## src/rtl/unidad_control_pkg.sv

```systemverilog
// Shared types and constants for the multicycle MIPS control unit:
// state encodings, opcodes and datapath mux selects.
package unidad_control_pkg;

  typedef enum logic [3:0] {
    IDLE      = 4'd0,
    FETCH     = 4'd1,
    DECODE    = 4'd2,
    MEM_ADDR  = 4'd3,
    MEM_READ  = 4'd4,
    MEM_WB    = 4'd5,
    MEM_WRITE = 4'd6,
    EXEC_R    = 4'd7,
    R_WB      = 4'd8,
    BRANCH    = 4'd9,
    EXEC_I    = 4'd10,
    I_WB      = 4'd11,
    JUMP      = 4'd12,
    ILLEGAL   = 4'd13
  } stateT;

  localparam logic [5:0] OP_RTYPE = 6'b000000;
  localparam logic [5:0] OP_LW    = 6'b100011;
  localparam logic [5:0] OP_SW    = 6'b101011;
  localparam logic [5:0] OP_BEQ   = 6'b000100;
  localparam logic [5:0] OP_ADDI  = 6'b001000;
  localparam logic [5:0] OP_J     = 6'b000010;

  localparam logic [2:0] ALU_ADD   = 3'b000;
  localparam logic [2:0] ALU_SUB   = 3'b001;
  localparam logic [2:0] ALU_FUNCT = 3'b010;

  localparam logic [1:0] SRCB_RT      = 2'b00;
  localparam logic [1:0] SRCB_FOUR    = 2'b01;
  localparam logic [1:0] SRCB_IMM     = 2'b10;
  localparam logic [1:0] SRCB_IMM_SH2 = 2'b11;

  localparam logic [1:0] PCSRC_ALU    = 2'b00;
  localparam logic [1:0] PCSRC_ALUOUT = 2'b01;
  localparam logic [1:0] PCSRC_JUMP   = 2'b10;

endpackage

```

## src/rtl/decodificador_estado.sv

```systemverilog
// Moore decode of the control state into datapath controls; only the
// FETCH-cycle IR/PC loads and the SW retire depend on MemReady.
module decodificador_estado
  import unidad_control_pkg::*;
(
  input  logic [3:0] State,
  input  logic       MemReady,
  output logic       PCWrite,
  output logic       Branch,
  output logic       IorD,
  output logic       MemRead,
  output logic       MemToWrite,
  output logic       IRWrite,
  output logic       RegDst,
  output logic       MemToReg,
  output logic       RegWrite,
  output logic       ALUSrcA,
  output logic [1:0] ALUSrcB,
  output logic [2:0] ALUOp,
  output logic [1:0] PCSource,
  output logic       Illegal,
  output logic       Retired
);

  stateT st;
  assign st = stateT'(State);

  always_comb begin
    // NOTE: every output gets a default before the case so no latch is inferred.
    PCWrite    = 1'b0;
    Branch     = 1'b0;
    IorD       = 1'b0;
    MemRead    = 1'b0;
    MemToWrite = 1'b0;
    IRWrite    = 1'b0;
    RegDst     = 1'b0;
    MemToReg   = 1'b0;
    RegWrite   = 1'b0;
    ALUSrcA    = 1'b0;
    ALUSrcB    = SRCB_RT;
    ALUOp      = ALU_ADD;
    PCSource   = PCSRC_ALU;
    Illegal    = 1'b0;
    Retired    = 1'b0;
    case (st)
      FETCH: begin
        MemRead = 1'b1;
        ALUSrcB = SRCB_FOUR;
        IRWrite = MemReady;
        PCWrite = MemReady;
      end
      DECODE:   ALUSrcB = SRCB_IMM_SH2;
      MEM_ADDR: begin
        ALUSrcA = 1'b1;
        ALUSrcB = SRCB_IMM;
      end
      MEM_READ: begin
        MemRead = 1'b1;
        IorD    = 1'b1;
      end
      MEM_WB: begin
        MemToReg = 1'b1;
        RegWrite = 1'b1;
        Retired  = 1'b1;
      end
      MEM_WRITE: begin
        MemToWrite = 1'b1;
        IorD       = 1'b1;
        Retired    = MemReady;
      end
      EXEC_R: begin
        ALUSrcA = 1'b1;
        ALUOp   = ALU_FUNCT;
      end
      R_WB: begin
        RegDst   = 1'b1;
        RegWrite = 1'b1;
        Retired  = 1'b1;
      end
      BRANCH: begin
        ALUSrcA  = 1'b1;
        ALUOp    = ALU_SUB;
        Branch   = 1'b1;
        PCSource = PCSRC_ALUOUT;
        Retired  = 1'b1;
      end
      EXEC_I: begin
        ALUSrcA = 1'b1;
        ALUSrcB = SRCB_IMM;
      end
      I_WB: begin
        RegWrite = 1'b1;
        Retired  = 1'b1;
      end
      JUMP: begin
        PCWrite  = 1'b1;
        PCSource = PCSRC_JUMP;
        Retired  = 1'b1;
      end
      ILLEGAL: Illegal = 1'b1;
      default: ;
    endcase
  end

endmodule

```

## src/rtl/unidad_control_multiciclo.sv

```systemverilog
// Multicycle MIPS control unit: state register, opcode capture, sequencing
// and retired-instruction counter around the state decoder.
module unidad_control_multiciclo
  import unidad_control_pkg::*;
#(
  parameter int CNT_W = 32
) (
  input  logic             clk,
  input  logic             reset,
  input  logic             Enable,
  input  logic [5:0]       OpCode,
  input  logic             MemReady,
  output logic             PCWrite,
  output logic             Branch,
  output logic             IorD,
  output logic             MemRead,
  output logic             MemToWrite,
  output logic             IRWrite,
  output logic             RegDst,
  output logic             MemToReg,
  output logic             RegWrite,
  output logic             ALUSrcA,
  output logic [1:0]       ALUSrcB,
  output logic [2:0]       ALUOp,
  output logic [1:0]       PCSource,
  output logic             Illegal,
  output logic             Retired,
  output logic [CNT_W-1:0] InstrCount,
  output logic [3:0]       State
);

  stateT      state;
  stateT      nextState;
  stateT      boundary;
  logic [5:0] opReg;

  assign State    = state;
  assign boundary = Enable ? FETCH : IDLE;

  decodificador_estado uDecoder (
    .State      (state),
    .MemReady   (MemReady),
    .PCWrite    (PCWrite),
    .Branch     (Branch),
    .IorD       (IorD),
    .MemRead    (MemRead),
    .MemToWrite (MemToWrite),
    .IRWrite    (IRWrite),
    .RegDst     (RegDst),
    .MemToReg   (MemToReg),
    .RegWrite   (RegWrite),
    .ALUSrcA    (ALUSrcA),
    .ALUSrcB    (ALUSrcB),
    .ALUOp      (ALUOp),
    .PCSource   (PCSource),
    .Illegal    (Illegal),
    .Retired    (Retired)
  );

  always_comb begin
    nextState = state;
    case (state)
      IDLE:     if (Enable) nextState = FETCH;
      FETCH:    if (MemReady) nextState = DECODE;
      DECODE: begin
        case (OpCode)
          OP_RTYPE:     nextState = EXEC_R;
          OP_LW, OP_SW: nextState = MEM_ADDR;
          OP_BEQ:       nextState = BRANCH;
          OP_ADDI:      nextState = EXEC_I;
          OP_J:         nextState = JUMP;
          default:      nextState = ILLEGAL;
        endcase
      end
      // The live OpCode may already belong to the next fetch; use the capture.
      MEM_ADDR:  nextState = (opReg == OP_LW) ? MEM_READ : MEM_WRITE;
      MEM_READ:  if (MemReady) nextState = MEM_WB;
      MEM_WRITE: if (MemReady) nextState = boundary;
      EXEC_R:    nextState = R_WB;
      EXEC_I:    nextState = I_WB;
      MEM_WB, R_WB, BRANCH, I_WB, JUMP, ILLEGAL: nextState = boundary;
      default:   nextState = IDLE;
    endcase
  end

  // NOTE: state registers use non-blocking assignments so every flop samples pre-edge values.
  always_ff @(posedge clk or posedge reset) begin
    if (reset) begin
      state      <= IDLE;
      opReg      <= '0;
      InstrCount <= '0;
    end else begin
      state <= nextState;
      if (state == DECODE) opReg <= OpCode;
      if (Retired) InstrCount <= InstrCount + {{(CNT_W-1){1'b0}}, 1'b1};
    end
  end

endmodule

```

## config.mk

```make
export PLATFORM = sky130hd
export DESIGN_NAME = unidad_control_multiciclo
export DESIGN_NICKNAME = d
export VERILOG_FILES = /design/src/rtl/unidad_control_pkg.sv /design/src/rtl/decodificador_estado.sv /design/src/rtl/unidad_control_multiciclo.sv
export SDC_FILE = /design/constraint.sdc
export NUM_CORES = 1
export LEC_CHECK = 0
export BUFFER_PORTS_ARGS = -buffer_cell sky130_fd_sc_hd__buf_2
export CORE_ASPECT_RATIO = 2
export CORE_MARGIN = 2
export CORE_UTILIZATION = 51
export CTS_CLUSTER_SIZE = 28
export DETAILED_ROUTE_END_ITERATION = 8
export PLACE_DENSITY = 0.74
export SLEW_MARGIN = 30
export SYNTH_ARGS = -nofsm -noshare
export SYNTH_HDL_FRONTEND = slang
export SYNTH_SLANG_ARGS = --single-unit
```

## constraint.sdc

```tcl
create_clock -name clk -period 2.8 [get_ports clk]
set_input_delay 0.84 -clock clk [delete_from_list [all_inputs] [get_ports clk]]
set_output_delay 0.84 -clock clk [all_outputs]
set_load 0.03 [all_outputs]
```

-- Word level (Yosys, flattened, before mapping)
Cells that the tools add are included.
- flip-flop bits (word level): 42
- $add $sub $neg: 1
- eq/ne operators: 23
- multiplexer cells: 23
- reduce and logical (&&, ||, !) cells: 11
- operators by type and width (kind ; count):
    $pmux 4 s9 ; 1
    $add 32x1->32 const B ; 1
    $eq 4x4->1 const B ; 6
    $pmux 4 s5 ; 1
    $eq 6x6->1 const B ; 3
    $eq 4x3->1 const B ; 4
    $mux 4 ; 4
    $mux 1 ; 11
    $eq 4x2->1 const B ; 2
    $ne 2x2->1 const B ; 4
    $pmux 2 s2 ; 2
    $reduce_or 2->1 ; 4
    $eq 6x2->1 const B ; 1
    $eq 6x3->1 const B ; 1
    $eq 6x4->1 const B ; 1
    $logic_not 6->1 ; 1
    $pmux 2 s3 ; 1
    $reduce_or 6->1 ; 1
    $reduce_or 5->1 ; 1
    $eq 4x1->1 const B ; 1
    $logic_not 4->1 ; 1
    $pmux 1 s2 ; 2
    $reduce_and 4->1 ; 1
    $reduce_or 4->1 ; 1
    2 further kinds ; 2

-- Depth between registers and ports, before layout
- word-level depth: 4
- mapped depth: 7

-- Cells and area by module
Synthesis repeated with hierarchy kept, for this count alone.
- cell total of the unflattened synthesis: 236
- area, all modules: 2443.6 µm²
- by module, submodules not included (module ; times used ; cells each ; area an instance (µm²)):
    unidad_control_multiciclo ; 1 ; 197 ; 2190.9
    decodificador_estado ; 1 ; 39 ; 252.7

-- Least setup slack after synthesis
OpenSTA, ideal clock, no wires.
- path type: reg-to-output
- start point: register state[1] (netlist: State[1])
- end point: output PCWrite
- arrival: 2.506 ns
- required time: 1.960 ns
- setup slack: -0.546 ns
- cell stages (with the launch flop): 5
- path buffers: 1
- path through: dfrtp_1 > buf_2 > nand2b_1 > nor4b_1 > or2_2
- word-level cells in the longest chain between the ends: 2
- ends and longest elaborated chain (element ; line ; RTL):
    start, declared ; unidad_control_multiciclo.sv:32 ; stateT state;
    start signal, assigned ; unidad_control_multiciclo.sv:93 ; state <= nextState;
    $eq 4x4->1 or $eq 4x1->1 (tied branches) ; decodificador_estado.sv:45 ; case (st)
    $pmux 1 s2 * ; decodificador_estado.sv:45 ;
    end, declared ; unidad_control_multiciclo.sv:13 ; output logic PCWrite,
Every way passes the cells marked *; elsewhere a longest branch is shown, timed or not.

-- Worst setup path after layout
- start point: register state[0] (netlist: State[0])
- end point: output ALUSrcB[0]
- word-level cells in the longest chain between the ends: 3
- ends and longest elaborated chain (element ; line ; RTL):
    $eq 4x2->1 or $eq 4x4->1 (tied branches) ; decodificador_estado.sv:45 ;
    $reduce_or 2->1 (no source line) ; -- ;
    $pmux 2 s3 * ; decodificador_estado.sv:45 ;
    end, declared ; unidad_control_multiciclo.sv:23 ; output logic [1:0] ALUSrcB,
Marked as above.

==> results_dict.tcl <==
set metrics [dict create \
    synth.avg_cell_area_um2 9.87 \
    min_from "InstrCount[31]" \
    design.portCount 65 \
    postSynthCellCount 235 \
    clockRootBuffer "clkbuf_8" \
    setup.worst_path.start_class "flop" \
    cts_tree "done" \
    die_w_um 51.7 \
    static_leakage_power_nw 1.42 \
    port-buffer-count 63 \
    floorplan.die_area_um2 5140 \
    power.ir.vdd_worst_v 0.000891 \
    min_period_ps 2600 \
    drv.max_cap_violation_count 0 \
    drt_pass1_iterations 4 \
    status "finished clean" \
    finalCoreUtilization_pct 64.5 \
    fin_worst_hold_slack_ps 468 \
    critical_path_required_ps 1960 \
    place_congestion 0.796 \
    number_of_inserted_diodes 0 \
    cts.path.max_buffers 2 \
    fin_tns_setup_ps 0 \
    ys_seq_area_share_pct 45.3 \
    rr_endpoint "InstrCount[9]" \
    insertion_delay_ps 290 \
    slew-limit-headroom_pct 65.1 \
    cts_inserted_buffers 5 \
    wire_length_of_the_first_global_routing_pass_mm 8.80 \
    power_density_nw_per_um2 923 \
    finalWirelength_mm 5.20 \
    ff2ff_setup_slack_ps 820 \
    initial_antenna_violation_count 0 \
    synth-main-ff-cell "dfrtp_1" \
    cts-htree-levels 2 \
    timing_worst_setup_path_type "flop to primary output" \
    worst_hold_path_type "flop to flop" \
    power_mw 2.61 \
    largest_fanout_of_any_net_on_the_critical_path 15 \
    vias_in_the_first_global_route 2028 \
    worst-endpoint-arrival_ps 1760 \
    core-area_um2 4380 \
    post_layout_net_count 311 \
    overflow 0 \
    dp_hpwl_mm 3.95 \
    grt_setup_unrepaired "false" \
    fin_crit_sh_pct 93.0 \
    critPathCaptureType "primary output" \
    routed_wire_length_per_instance_um 14.7 \
    fin_worst_skew_ps 11.5 \
    syn-num-nets 246 \
    synthArstFlopShare_pct 100 \
    hold_path_depth 1 \
    global_route_usage_over_all_layers_pct 22.2 \
    synthesis.yosys.warnings 0 \
    max_freq_mhz 384 \
    timing.final.setup_violations 0 \
    report.final.slew_viol_count 0 \
    timing.final.hold_violations 0 \
    final_area_um2 2830 \
    r2r_startpoint "State[3]" \
    clock-sinks 42 \
    route.vias.total 2012 \
    r2r_cells 7 \
    start_util_pct 52.9 \
    crit_slowest_cell "dfrtp_2" \
    detail_routed_via_count_per_cell 5.68 \
    synth_enable_flop_cells 0 \
    timing.critical_path.cells "inv_1 -> nand2_1 -> a211oi_1 -> buf_2" \
    layout.filler_cells 383 \
    grt_start_max_net_pins 43 \
    slowest_delay_ps 530 \
    yosys.cell_types.count 46 \
    dr.first_iter.drc_count 46 \
    floorplan.rows 34 \
    die_h_um 99.4 \
    final_layout_size_suffix_gt1_share_pct 33.7 \
    yosys_register_bits 42 \
    remaining_drc_errors 0 \
    worst_path_clk_slew_ps 80 \
    number_of_routed_nets_with_antenna_violations 0 \
    dpl_cell_area_um2 2710 \
    syn_to_final_growth_pct 21.8 \
    min_to "InstrCount[31]" \
    netlist_area_um2 2320 \
    worst-slew-pin-transition_ps 524 \
]
==> synthesized netlist by cell type (all sizes together), types with 2 or more instances <==
cell type | instances | area (µm²)
o32ai | 3 | 26.3
xor2 | 22 | 193
nand2 | 22 | 85.1
o21ai | 2 | 10.0
a21oi | 2 | 10.0
nor3 | 22 | 145
nor4b | 2 | 17.5
nor4 | 5 | 37.5
a211oi | 3 | 22.5
or3 | 2 | 12.5
nand2b | 3 | 18.8
mux2 | 6 | 67.6
nand3 | 17 | 85.1
o22ai | 2 | 12.5
dfrtp | 42 | 1050
clkbuf | 5 | 18.8
nor2 | 24 | 90.1
nand4 | 9 | 77.6
buf | 6 | 36.3
xnor2 | 12 | 105
inv | 6 | 22.5
==> stage by stage <==
step                setup WS (ps)  cells
floorplan                   -82.4    235
global placement              319    347
detailed placement            302    347
CTS                          52.6    354
global route                 81.8    354
finish                        196    354
==> sequential cells by signal, indices dropped and copies added, names as in the netlist <==
register	count
InstrCount	32
opReg	6
State	4
==> cells in the final DEF (no fill, tap or decap), types with 2 or more instances in the layout <==
master,count
mux2_2,6
buf_4,6
xnor2_1,12
xor2_1,22
nor3_1,13
nand2b_1,2
nand2_1,21
nor3_2,9
nand4_1,7
nor2_1,24
buf_2,63
a21oi_1,2
o21ai_0,2
nand3_1,17
o32ai_1,3
or3_1,2
nor4_1,4
dfrtp_1,41
clkbuf_8,6
inv_1,6
a211oi_1,3
o22ai_1,2
==> worst max path at each step <==
stage	start	end	depth (start not counted)
2_1_floorplan	State[1]	PCWrite	4
3_3_place_gp	MemReady	Retired	6
3_5_place_dp	MemReady	Retired	6
4_1_cts	State[0]	PCWrite	4
5_1_grt	State[0]	ALUSrcB[0]	4
6_report	State[0]	ALUSrcB[0]	4
==> critical path: cells and delay by family, from the launching register on <==
kind | cells | cell delay, ps
flops | 1 | 530
compound gates | 1 | 240
buf+inv | 2 | 470
simple gates | 1 | 240
==> per-layer routing <==
| layer | global-route usage [%] | vias up | part of all wire (%) |
|---|---|---|---|
| met5 | 0 | - | 0 |
| met4 | 10.9 | 0 | 2.7 |
| met3 | 3.30 | 11 | 5.1 |
| met2 | 40.7 | 73 | 56 |
| met1 | 23.7 | 973 | 36 |
| li1 | - | 955 | - |
==> kinds of logic (layout without fill, tap and decap cells) <==
family	Yosys count	count (layout)	share of synthesized area (%)
AND/OR/NAND/NOR	111	111	26.0
flip-flops	42	42	45.3
XOR/XNOR	34	34	12.8
AO/OA/AOI/OAI	22	22	8.47
buffers and inverters	17	82	3.34
multiplexers	7	7	3.34
adder cells (fa/ha/maj)	1	1	0.539
other	1	1	0.162
==> cell type report <==
cell class | count | area, µm² | area share [%]
tap | 54 | 67.6 | 2.39
inverter | 6 | 22.5 | 0.797
sequential | 42 | 1050 | 37.2
clock inverter | 1 | 30.0 | 1.06
clock buffer | 6 | 82.6 | 2.92
timing repair buffer | 69 | 360 | 12.8
multi-input combinational | 176 | 1210 | 42.8
==> what timing repair did <==
| item | in CTS | in global routing |
|---|---|---|
| setup endpoints to repair | 0 | 4 |
| gates resized for setup | 0 | 2 |
| hold buffers | 0 | 0 |
| setup buffers | 0 | 0 |
==> power breakdown <==
group / total, mW / leakage (nW) / switching (mW) / internal [mW]
Clock: 0.481 / 0.0573 / 0.196 / 0.285
Sequential: 0.889 / 0.554 / 0.167 / 0.722
Combinational: 1.24 / 0.811 / 0.809 / 0.428
No activity file was read; power rests on OpenSTA's default activity.
